File: src/rtl/writeback_arbiter.sv
`default_nettype none
// ============================================================================
// Module      : writeback_arbiter
// Description : Serializes write-backs from four result producers (misc, alu,
//               mem, fpu) onto the register manager's single write port.
//               Each source has a one-entry holding slot drained round-robin.
//               Same-register writes are ordered, and per-register pending
//               bits are exported for issue-side hazard stalls.
//               Optional feature macro: WB_BYPASS_EN (same-cycle commit of an
//               incoming request when every slot is empty).
// Revision    : 1.0 - initial release
// ============================================================================
module writeback_arbiter #(
    parameter int ADDR_W = 5,
    parameter int DATA_W = 32
) (
    input  logic              clk,
    input  logic              reset,

    input  logic              misc_valid,
    output logic              misc_ready,
    input  logic [ADDR_W-1:0] misc_addr,
    input  logic [DATA_W-1:0] misc_data,
    input  logic              misc_float,

    input  logic              alu_valid,
    output logic              alu_ready,
    input  logic [ADDR_W-1:0] alu_addr,
    input  logic [DATA_W-1:0] alu_data,
    input  logic              alu_float,

    input  logic              mem_valid,
    output logic              mem_ready,
    input  logic [ADDR_W-1:0] mem_addr,
    input  logic [DATA_W-1:0] mem_data,
    input  logic              mem_float,

    input  logic              fpu_valid,
    output logic              fpu_ready,
    input  logic [ADDR_W-1:0] fpu_addr,
    input  logic [DATA_W-1:0] fpu_data,
    input  logic              fpu_float,

    output logic              rf_write_enable,
    output logic [ADDR_W-1:0] rf_write_addr,
    output logic [DATA_W-1:0] rf_write_data,
    output logic              rf_write_float,

    output logic [31:0]       busy_int,
    output logic [31:0]       busy_float
);

    localparam int c_num_src = 4;

    // Source inputs gathered into index-ordered arrays (misc=0 .. fpu=3)
    logic              w_in_valid [c_num_src];
    logic [ADDR_W-1:0] w_in_addr  [c_num_src];
    logic [DATA_W-1:0] w_in_data  [c_num_src];
    logic              w_in_flt   [c_num_src];

    // Holding slots
    logic [c_num_src-1:0] r_occ;
    logic [ADDR_W-1:0]    r_addr [c_num_src];
    logic [DATA_W-1:0]    r_data [c_num_src];
    logic                 r_flt  [c_num_src];

    logic [1:0]           r_last_grant;
    logic [31:0]          r_busy_int;
    logic [31:0]          r_busy_float;

    logic                 w_slot_grant_valid;
    logic [1:0]           w_slot_grant_idx;
    logic [c_num_src-1:0] w_slot_commit;
    logic [c_num_src-1:0] w_ready;
    logic [c_num_src-1:0] w_accept;
    logic [c_num_src-1:0] w_load;
    logic                 w_commit_valid;
    logic [1:0]           w_commit_idx;
    logic [31:0]          w_busy_int_nxt;
    logic [31:0]          w_busy_float_nxt;

    assign w_in_valid[0] = misc_valid;
    assign w_in_addr[0]  = misc_addr;
    assign w_in_data[0]  = misc_data;
    assign w_in_flt[0]   = misc_float;
    assign w_in_valid[1] = alu_valid;
    assign w_in_addr[1]  = alu_addr;
    assign w_in_data[1]  = alu_data;
    assign w_in_flt[1]   = alu_float;
    assign w_in_valid[2] = mem_valid;
    assign w_in_addr[2]  = mem_addr;
    assign w_in_data[2]  = mem_data;
    assign w_in_flt[2]   = mem_float;
    assign w_in_valid[3] = fpu_valid;
    assign w_in_addr[3]  = fpu_addr;
    assign w_in_data[3]  = fpu_data;
    assign w_in_flt[3]   = fpu_float;

    assign misc_ready = w_ready[0];
    assign alu_ready  = w_ready[1];
    assign mem_ready  = w_ready[2];
    assign fpu_ready  = w_ready[3];

    assign busy_int   = r_busy_int;
    assign busy_float = r_busy_float;

    // Round-robin pick among occupied slots, starting after the last grant
    always_comb begin : p_slot_grant
        logic [1:0] v_cand;
        v_cand             = 2'd0;
        w_slot_grant_valid = 1'b0;
        w_slot_grant_idx   = 2'd0;
        for (int k = 1; k <= c_num_src; k++) begin
            v_cand = r_last_grant + 2'(k);
            if (!w_slot_grant_valid && r_occ[v_cand]) begin
                w_slot_grant_valid = 1'b1;
                w_slot_grant_idx   = v_cand;
            end
        end
    end

    // One-hot view of which slot drains this cycle
    always_comb begin
        w_slot_commit = '0;
        if (w_slot_grant_valid) begin
            w_slot_commit[w_slot_grant_idx] = 1'b1;
        end
    end

    // Ready: own slot free (or freeing), no pending same-key write elsewhere,
    // and no lower-index source presenting the same key this cycle
    always_comb begin
        w_ready = '0;
        for (int i = 0; i < c_num_src; i++) begin
            w_ready[i] = !reset && (!r_occ[i] || w_slot_commit[i]);
            for (int j = 0; j < c_num_src; j++) begin
                if (j != i && r_occ[j] && !w_slot_commit[j] &&
                    r_flt[j] == w_in_flt[i] && r_addr[j] == w_in_addr[i]) begin
                    w_ready[i] = 1'b0;
                end
                if (j < i && w_in_valid[j] &&
                    w_in_flt[j] == w_in_flt[i] && w_in_addr[j] == w_in_addr[i]) begin
                    w_ready[i] = 1'b0;
                end
            end
        end
    end

    assign w_accept = w_ready & {w_in_valid[3], w_in_valid[2], w_in_valid[1], w_in_valid[0]};

`ifdef WB_BYPASS_EN
    logic       w_byp_valid;
    logic [1:0] w_byp_idx;

    // Round-robin pick among accepted requests when every slot is empty
    always_comb begin : p_byp_grant
        logic [1:0] v_cand;
        v_cand      = 2'd0;
        w_byp_valid = 1'b0;
        w_byp_idx   = 2'd0;
        if (r_occ == '0) begin
            for (int k = 1; k <= c_num_src; k++) begin
                v_cand = r_last_grant + 2'(k);
                if (!w_byp_valid && w_accept[v_cand]) begin
                    w_byp_valid = 1'b1;
                    w_byp_idx   = v_cand;
                end
            end
        end
    end

    // The bypassed winner is committed directly and never occupies its slot
    always_comb begin
        w_load = w_accept;
        if (w_byp_valid) begin
            w_load[w_byp_idx] = 1'b0;
        end
    end

    // Commit port: registered slot first, otherwise the bypassed request
    always_comb begin
        rf_write_enable = 1'b0;
        rf_write_addr   = '0;
        rf_write_data   = '0;
        rf_write_float  = 1'b0;
        w_commit_valid  = 1'b0;
        w_commit_idx    = 2'd0;
        if (!reset) begin
            if (w_slot_grant_valid) begin
                w_commit_valid  = 1'b1;
                w_commit_idx    = w_slot_grant_idx;
                rf_write_enable = 1'b1;
                rf_write_addr   = r_addr[w_slot_grant_idx];
                rf_write_data   = r_data[w_slot_grant_idx];
                rf_write_float  = r_flt[w_slot_grant_idx];
            end else if (w_byp_valid) begin
                w_commit_valid  = 1'b1;
                w_commit_idx    = w_byp_idx;
                rf_write_enable = 1'b1;
                rf_write_addr   = w_in_addr[w_byp_idx];
                rf_write_data   = w_in_data[w_byp_idx];
                rf_write_float  = w_in_flt[w_byp_idx];
            end
        end
    end
`else
    assign w_load = w_accept;

    // Commit port driven purely from registered slot state
    always_comb begin
        rf_write_enable = 1'b0;
        rf_write_addr   = '0;
        rf_write_data   = '0;
        rf_write_float  = 1'b0;
        w_commit_valid  = 1'b0;
        w_commit_idx    = 2'd0;
        if (!reset && w_slot_grant_valid) begin
            w_commit_valid  = 1'b1;
            w_commit_idx    = w_slot_grant_idx;
            rf_write_enable = 1'b1;
            rf_write_addr   = r_addr[w_slot_grant_idx];
            rf_write_data   = r_data[w_slot_grant_idx];
            rf_write_float  = r_flt[w_slot_grant_idx];
        end
    end
`endif

    // Pending bits: clear the draining slot's key, then set accepted keys
    // so a same-register set and clear in one cycle leaves the bit set
    always_comb begin
        w_busy_int_nxt   = r_busy_int;
        w_busy_float_nxt = r_busy_float;
        if (w_slot_grant_valid) begin
            if (r_flt[w_slot_grant_idx]) begin
                w_busy_float_nxt[r_addr[w_slot_grant_idx]] = 1'b0;
            end else begin
                w_busy_int_nxt[r_addr[w_slot_grant_idx]] = 1'b0;
            end
        end
        for (int i = 0; i < c_num_src; i++) begin
            if (w_load[i]) begin
                if (w_in_flt[i]) begin
                    w_busy_float_nxt[w_in_addr[i]] = 1'b1;
                end else begin
                    w_busy_int_nxt[w_in_addr[i]] = 1'b1;
                end
            end
        end
    end

    // Per-source holding slot: load on accept, empty on commit
    generate
        for (genvar g = 0; g < c_num_src; g++) begin : g_slot
            always_ff @(posedge clk) begin
                if (reset) begin
                    r_occ[g]  <= 1'b0;
                    r_addr[g] <= '0;
                    r_data[g] <= '0;
                    r_flt[g]  <= 1'b0;
                end else if (w_load[g]) begin
                    r_occ[g]  <= 1'b1;
                    r_addr[g] <= w_in_addr[g];
                    r_data[g] <= w_in_data[g];
                    r_flt[g]  <= w_in_flt[g];
                end else if (w_slot_commit[g]) begin
                    r_occ[g]  <= 1'b0;
                end
            end
        end
    endgenerate

    // Arbitration pointer and pending-bit registers
    always_ff @(posedge clk) begin
        if (reset) begin
            r_last_grant <= 2'd3;
            r_busy_int   <= '0;
            r_busy_float <= '0;
        end else begin
            if (w_commit_valid) begin
                r_last_grant <= w_commit_idx;
            end
            r_busy_int   <= w_busy_int_nxt;
            r_busy_float <= w_busy_float_nxt;
        end
    end

endmodule
`default_nettype wire

File: config.mk
export PLATFORM = sky130hd
export DESIGN_NAME = writeback_arbiter
export DESIGN_NICKNAME = d
export VERILOG_FILES = /design/src/rtl/writeback_arbiter.sv
export SDC_FILE = /design/constraint.sdc
export NUM_CORES = 1
export LEC_CHECK = 0
export ABC_AREA = 1
export BUFFER_PORTS_ARGS = -buffer_cell sky130_fd_sc_hd__clkbuf_2
export CORE_MARGIN = 10
export CORE_UTILIZATION = 40
export DETAILED_ROUTE_END_ITERATION = 7
export PLACE_DENSITY_LB_ADDON = 0.12
export SLEW_MARGIN = 40
export SYNTH_ARGS = -nofsm -noshare
export SYNTH_HDL_FRONTEND = slang
export SYNTH_SLANG_ARGS = --single-unit
export TNS_END_PERCENT = 10
File: constraint.sdc
create_clock -name clk -period 7.2 [get_ports clk]
set_input_delay 1.08 -clock clk [delete_from_list [all_inputs] [get_ports clk]]
set_output_delay 1.08 -clock clk [all_outputs]
set_load 0.03 [all_outputs]
==> flow_summary.yaml, run 1 <==
route:
  wl_mm: 63.74
  route.vias.total: 16460
  antenna_left: 0
  vias_per_cell: 5.527
  route.detailed.wl_per_inst_um: 21.40
  detail_route.iter0.violations: 1695
  drt_drc_violations_left: 0
  detailedRoute.firstPassIterationCount: 6
logic_synthesis:
  synth.net_count: 2451
  post_synth_num_cell_types: 43
  yosys_warnings: 0
  synthesis.instances: 2293
  synth_top_cell_by_area: "edfxtp_1"
  syn_area_um2: 15460
  synth_enable_flop_cells: 152
  synth_top_area_cells: "edfxtp_1 (30%), nand2_1 (13%), nor2_1 (12%)"
  synth.most_common_cell: "nand2_1"
  synthArstFlopShare_pct: 0
  synth_top_cell_area_share_pct: 29.52
  synthFlopType: "edfxtp_1"
  syn_area_per_cell_um2: 6.744
  seq_total_area_yosys_pct: 38.58
  post_synth_most_frequent_cells: "nand2_1 (518), nor2_1 (505), nand3_1 (344), inv_1 (170), edfxtp_1 (152)"
  synth_seq_cells: 222
cts:
  cts_post_setup_buffers_inserted: 0
  worstSkewPairLatency_ns: 0.55
  cts_htree_levels: 1
  cts_clock_pin_slew_for_the_worst_setup_and_hold_paths_ns: 0.06
  cts_made_buffers: 25
  cts_sinks: 222
  cts_tree: "done"
  cts_root_buf: "clkbuf_16"
  cts_hold_buf: 0
  cts_resized: 0
  cts-root-to-sink-buffers: 3
worst_setup_path:
  critical_path_buffer_and_inverter_count: 4
  cp_common_cell: "nand2_1"
  critPathSlowestCell: "dfxtp_1"
  crit_path_end_kind: "output port"
  slowest_delay_ns: 0.53
  crit_arrival_ns: 4.29
  worstSetupStartpointType: "register"
  timing.setup.critical_path_class: "register to output port"
  critical_path.max_fanout: 43
  critical_path_required_ns: 6.12
  timing.critical_path.max_delay_family: "simple AND/OR/NAND/NOR gates"
  timing.critical_path.cells: "inv_4 > nand2_1 > nand2_1 > nand2_1 > nand2_2 > inv_2 > nand2_1 > nand2_1 > nand2_8 > nor2_8 > nor2_2 > nor2_1 > nand2_1 > nor2_4 > buf_4 > clkbuf_2"
  flop2flop_setup_slack_ns: 3.11
placed_design:
  io_buffers: 264
  dp_hpwl_mm: 44.81
  place_congestion: 0.9989
  post-place-cells: 2933
  place_worst_setup_slack_ns: 2.390
global_route:
  grt_antenna_before_repair: 1
  grt_overflow: 0
  first_global_vias: 16000
  grt_max_degree: 68
  grt_util_all_layers_pct: 26.35
  grt_first_pass_wirelength_mm: 97.28
timing:
  number_of_pins_exceeding_their_max_slew_limit_in_the_final_report: 0
  clock.fmax_ghz: 0.1861
  setup_repair_after_global_routing_missed_its_margin: "false"
  timing.final.crit_period_ns: 5.374
  timing.setup.tns_ns: 0
  whs_ns: 0.4641
  tightestPinTransition_ns: 0.9398
  timing.clock.skew_ns: 0.02005
  hold_violations: 0
  slew-limit-headroom_pct: 37.12
  report.final.setup_viol: 0
  timing.final.ws_setup_ns: 1.826
  min_period_over_period_pct: 74.64
power_and_ir_drop:
  leakage_uw: 0.008037
  power_per_cell_area_nw_per_um2: 400.3
  ir_worst_vdd_mv: 0.2637
outcome:
  run_status: "finished clean"
cells_and_area:
  regArea_um2: 5966
  multi_input_comb_area_um2: 8066
  area_grow_syn2layout_pct: 14.36
  diodes: 0
  post_route_cells_drive_above_1_share_pct: 16.25
  nets_final: 2607
  final_layout_fill_cell_count: 3987
  instances_no_fill: 2978
die:
  floorplan.die_area_um2: 46920
  starting_density_pct: 40.77
  die_height_um: 216.6
  ios: 265
  coreArea_um2: 37930
  fp.dieW_um: 216.6
  fp-row-count: 71
flow_run:
  drv_cap: 0
hold_path:
  hold_class: "register to register"
-- worst paths after layout --
path | startpoint | end | depth (start not counted)
worst min-delay path | busy_float[6]$_SDFF_PP0_ | busy_float[6]$_SDFF_PP0_ | 2
worst max-delay path | r_last_grant[0]$_SDFFE_PP1P_ | mem_ready | 16
worst min register to register | busy_float[6]$_SDFF_PP0_ | busy_float[6]$_SDFF_PP0_ | 2
worst max register to register | r_last_grant[0]$_SDFFE_PP1P_ | r_addr[2][1]$_SDFFCE_PN0P_ | 16
-- registers in the layout (all words and copies together), names as in the netlist --
| register | cells |
|---|---|
| r_data | 128 |
| r_flt | 4 |
| r_addr | 20 |
| r_occ | 4 |
| busy_int | 32 |
| r_last_grant | 2 |
| busy_float | 32 |
-- worst register-to-register path: cells and delay by family, from the launching register on --
kind	cells	cell delay, ns
buffers and inverters	2	0.19
DFF	1	0.53
and+or+nand+nor	14	2.95
-- metrics by stage --
| step | total power (uW) | utilization (%) | instance area [um2] |
|---|---|---|---|
| floorplan | 4576 | - | 15460 |
| global placement | 5778 | 44.40 | 16840 |
| CTS | 7053 | 46.60 | 17680 |
| global route | 7434 | 46.62 | 17680 |
| finish | 7080 | 46.62 | 17680 |
| detailed placement | 5823 | 44.55 | 16900 |
-- cells in the final DEF, fill, tap and decap left out, types with 22 or more instances in the layout --
master     instances
inv_1            170
edfxtp_1         152
clkbuf_16         25
clkbuf_2         263
buf_4             25
nor2_1           497
a22oi_1           64
xor2_1            22
nor3_1            37
dfxtp_1           70
a21oi_1           85
nand3_1          344
nand2_1          513
-- power by group --
group / leakage (uW) / total [uW] / internal, uW / switching, uW
combinational: 0.00549 / 4090 / 881 / 3210
sequential: 0.00217 / 1750 / 1610 / 139
clock: 0.000380 / 1240 / 713 / 525
-- cell type report --
type,count,share of cell area [%]
clock inverter,13,0.7146
inverter,189,4.026
clock buffer,32,3.686
timing repair buffer,290,8.610
tap,511,3.615
multi-input combinational,1721,45.61
sequential,222,33.73
-- kinds of logic (layout without fill, tap and decap cells) --
group                     after synthesis  in the layout  share of synthesized area, %
DFF                                   222            222                         38.58
xor gates and xnor gates               36             36                         2.039
buffers and inverters                 350            524                         9.896
AOI/OAI and AO/OA                     212            212                         8.852
and+or+nand+nor                      1473           1473                         40.63
-- routing by layer --
metal / vias up / share of wire [%] / GRT usage (%)
met1: 7696 / 42 / 34.84
li1: 7819 / - / -
met3: 117 / 9.4 / 5.613
met2: 825 / 45 / 42.11
met4: 2 / 2.8 / 8.413
met5: - / 0.020 / 0
Power figures use the tool's default switching activity.
==> inputs of run 2 (changes only) <==
- clock period: 7.2 -> 5.5 ns (I/O delays scaled with it)
==> run 2 against run 1 <==
Compared with the run above:
- flip-flop and latch count is the same
- via count grew 0.80%
- die area is the same
- register-to-register slack lost 1.5 ns
- power grew 36%
- clock-buffer cell count grew 1
- sequential share of layout area shrank 0.30 points
- routed wire length grew 2.4%
- core utilization grew 0.41 points
- critical path depth grew 1
- non-clock buffer count grew 6
- highest routed layer is now met4
==> flow_summary.yaml, run 2 (synthesis results as in run 1) <==
route:
  antenna_left: 0
  drt_drc_violations_left: 0
  wl_mm: 65.27
  detail_route.iter0.violations: 1671
  route.detailed.wl_per_inst_um: 21.85
  vias_per_cell: 5.554
  detailedRoute.firstPassIterationCount: 5
  route.vias.total: 16590
global_route:
  grt_util_all_layers_pct: 26.84
  grt_antenna_before_repair: 0
  first_global_vias: 16390
  grt_first_pass_wirelength_mm: 99.02
  grt_max_degree: 68
  grt_overflow: 0
cts:
  cts-root-to-sink-buffers: 3
  cts_sinks: 222
  worstSkewPairLatency_ns: 0.56
  cts_hold_buf: 0
  cts_resized: 0
  cts_htree_levels: 1
  cts_post_setup_buffers_inserted: 0
  cts_clock_pin_slew_for_the_worst_setup_and_hold_paths_ns: 0.06
  cts_made_buffers: 26
  cts_tree: "done"
  cts_root_buf: "clkbuf_16"
worst_setup_path:
  worstRegToRegCells: 19
  timing.critical_path.cells: "inv_4 > nand2_1 > nand2_1 > nand2_1 > nand2_2 > inv_2 > nand2_1 > nor2_2 > nand2_4 > nand2_8 > nand2_2 > inv_2 > nand2_1 > nand2_1 > nor2_4 > nor2_1 > clkbuf_2"
  critical_path.max_fanout: 34
  critical_path_buffer_and_inverter_count: 4
  crit_arrival_ns: 3.67
  timing.setup.critical_path_class: "register to output port"
  regToRegStartpoint: "r_last_grant[0]$_SDFFE_PP1P_"
  slowest_delay_ns: 0.60
  cp_common_cell: "nand2_1"
  timing.critical_path.max_delay_family: "simple AND/OR/NAND/NOR gates"
  flop2flop_setup_slack_ns: 1.60
  crit_path_end_kind: "output port"
  worstSetupStartpointType: "register"
  critPathSlowestCell: "inv_2"
  critical_path_required_ns: 4.68
  critical_path.reg2reg.endpoint: "busy_int[31]$_SDFF_PP0_"
hold_path:
  whs_path_depth: 2
  timing.hold.worst.start: "busy_float[7]$_SDFF_PP0_"
  hold_class: "register to register"
  timing.hold.worst_endpoint: "busy_float[7]$_SDFF_PP0_"
timing:
  timing.clock.skew_ns: 0.01793
  number_of_pins_exceeding_their_max_slew_limit_in_the_final_report: 0
  timing.setup.tns_ns: 0
  slew-limit-headroom_pct: 43.45
  clock.fmax_ghz: 0.2226
  whs_ns: 0.4629
  min_period_over_period_pct: 81.69
  hold_violations: 0
  tightestPinTransition_ns: 0.8418
  report.final.setup_viol: 0
  setup_repair_after_global_routing_missed_its_margin: "false"
  timing.final.crit_period_ns: 4.493
die:
  fp.dieW_um: 216.6
  ios: 265
  fp-row-count: 71
  coreArea_um2: 37930
  die_height_um: 216.6
  starting_density_pct: 40.77
  floorplan.die_area_um2: 46920
cells_and_area:
  final_layout_fill_cell_count: 3957
  area_grow_syn2layout_pct: 15.37
  mostFrequentLayoutCells: "nand2_1 (513), nor2_1 (494), nand3_1 (344)"
  diodes: 0
  layout_commonest_cell: "nand2_1"
  nets_final: 2614
  top_register: "r_data"
  post_route_cells_drive_above_1_share_pct: 16.84
  largest_reg_flops: 128
power_and_ir_drop:
  leakage_uw: 0.008121
  ir_worst_vdd_mv: 0.4547
  power_per_cell_area_nw_per_um2: 538.6
placed_design:
  place_congestion: 1.006
  dp_hpwl_mm: 46.28
  io_buffers: 264
flow_run:
  drv_cap: 0
outcome:
  run_status: "finished clean"
## run 2: cell count changes in the layout (fill, tap and decap cells not counted), sizes merged
cell    delta
buf        +6
clkbuf     +1
bufinv     +2
clkinv     +1
inv        -1
## run 2: worst register-to-register path: stages (launching register included)
cell and delay (ns):
dfxtp_1 0.53, inv_4 0.14, nand2_1 0.09, nand2_1 0.10, nand2_1 0.13, nand2_2 0.10, inv_2 0.06, nand2_1 0.07
nor2_2 0.12, nand2_4 0.09, nand2_8 0.15, nand2_2 0.12, inv_2 0.60, nand2_1 0.11, nand2_1 0.23, nor2_4 0.13
nor2_2 0.63, nand3_1 0.19, nand2_1 0.10, a21oi_1 0.06
## run 2: layer usage
| layer | wire length [um] | GRT usage [%] | share of wire (%) | vias to the layer above |
|---|---|---|---|---|
| li1 | - | - | - | 7824 |
| met5 | 0 | 0 | 0 | - |
| met1 | 27270 | 35.01 | 42 | 7769 |
| met2 | 29640 | 43.13 | 45 | 858 |
| met3 | 6162 | 5.418 | 9.4 | 139 |
| met4 | 2190 | 9.788 | 3.4 | 0 |
## run 2: cell type report
| class | instances | area, um2 | share of cell area, % |
|---|---|---|---|
| clock buffers | 33 | 686.9 | 3.850 |
| inverters | 189 | 711.9 | 3.990 |
| repair buffers | 296 | 1568 | 8.787 |
| flip-flops and latches | 222 | 5966 | 33.44 |
| clock inverters | 15 | 200.2 | 1.122 |
| well taps | 511 | 639.4 | 3.584 |
| multi-input cells | 1721 | 8069 | 45.23 |
## run 2: worst max path at each step
stage / cells past startpoint / to / startpoint / slack, ns
finish: 17 / rf_write_addr[2] / r_last_grant[0]$_SDFFE_PP1P_ / 1.01
global route: 17 / rf_write_addr[2] / r_last_grant[0]$_SDFFE_PP1P_ / 0.67
CTS: 15 / rf_write_data[5] / r_last_grant[0]$_SDFFE_PP1P_ / 0.97
detailed placement: 11 / mem_ready / misc_float / 1.37
global placement: 12 / r_data[3][3]$_SDFFCE_PN0P_ / misc_float / 1.35
floorplan: 15 / r_addr[3][0]$_SDFFCE_PN0P_ / alu_addr[0] / 1.82
## run 2: power breakdown
part	leakage, uW	internal (uW)	switching, uW
combinational	0.00551	1190	4320
sequential	0.00217	2110	185
clock	0.000435	1080	722
total	0.00812	4380	5230
## run 2: metrics by stage
step                      power [uW]  instances  utilization (%)  setup WS, ns  instance area (um2)
after floorplan                 5991       2293                -         1.815                15460
after global placement          7719       2938            44.50         1.349                16880
after detailed placement        7796       2939            44.66         1.368                16940
after CTS                       9605       2987            47.00        0.9651                17830
after global routing           10070       2987            47.03        0.6691                17840
final                           9608       2987            47.03         1.007                17840
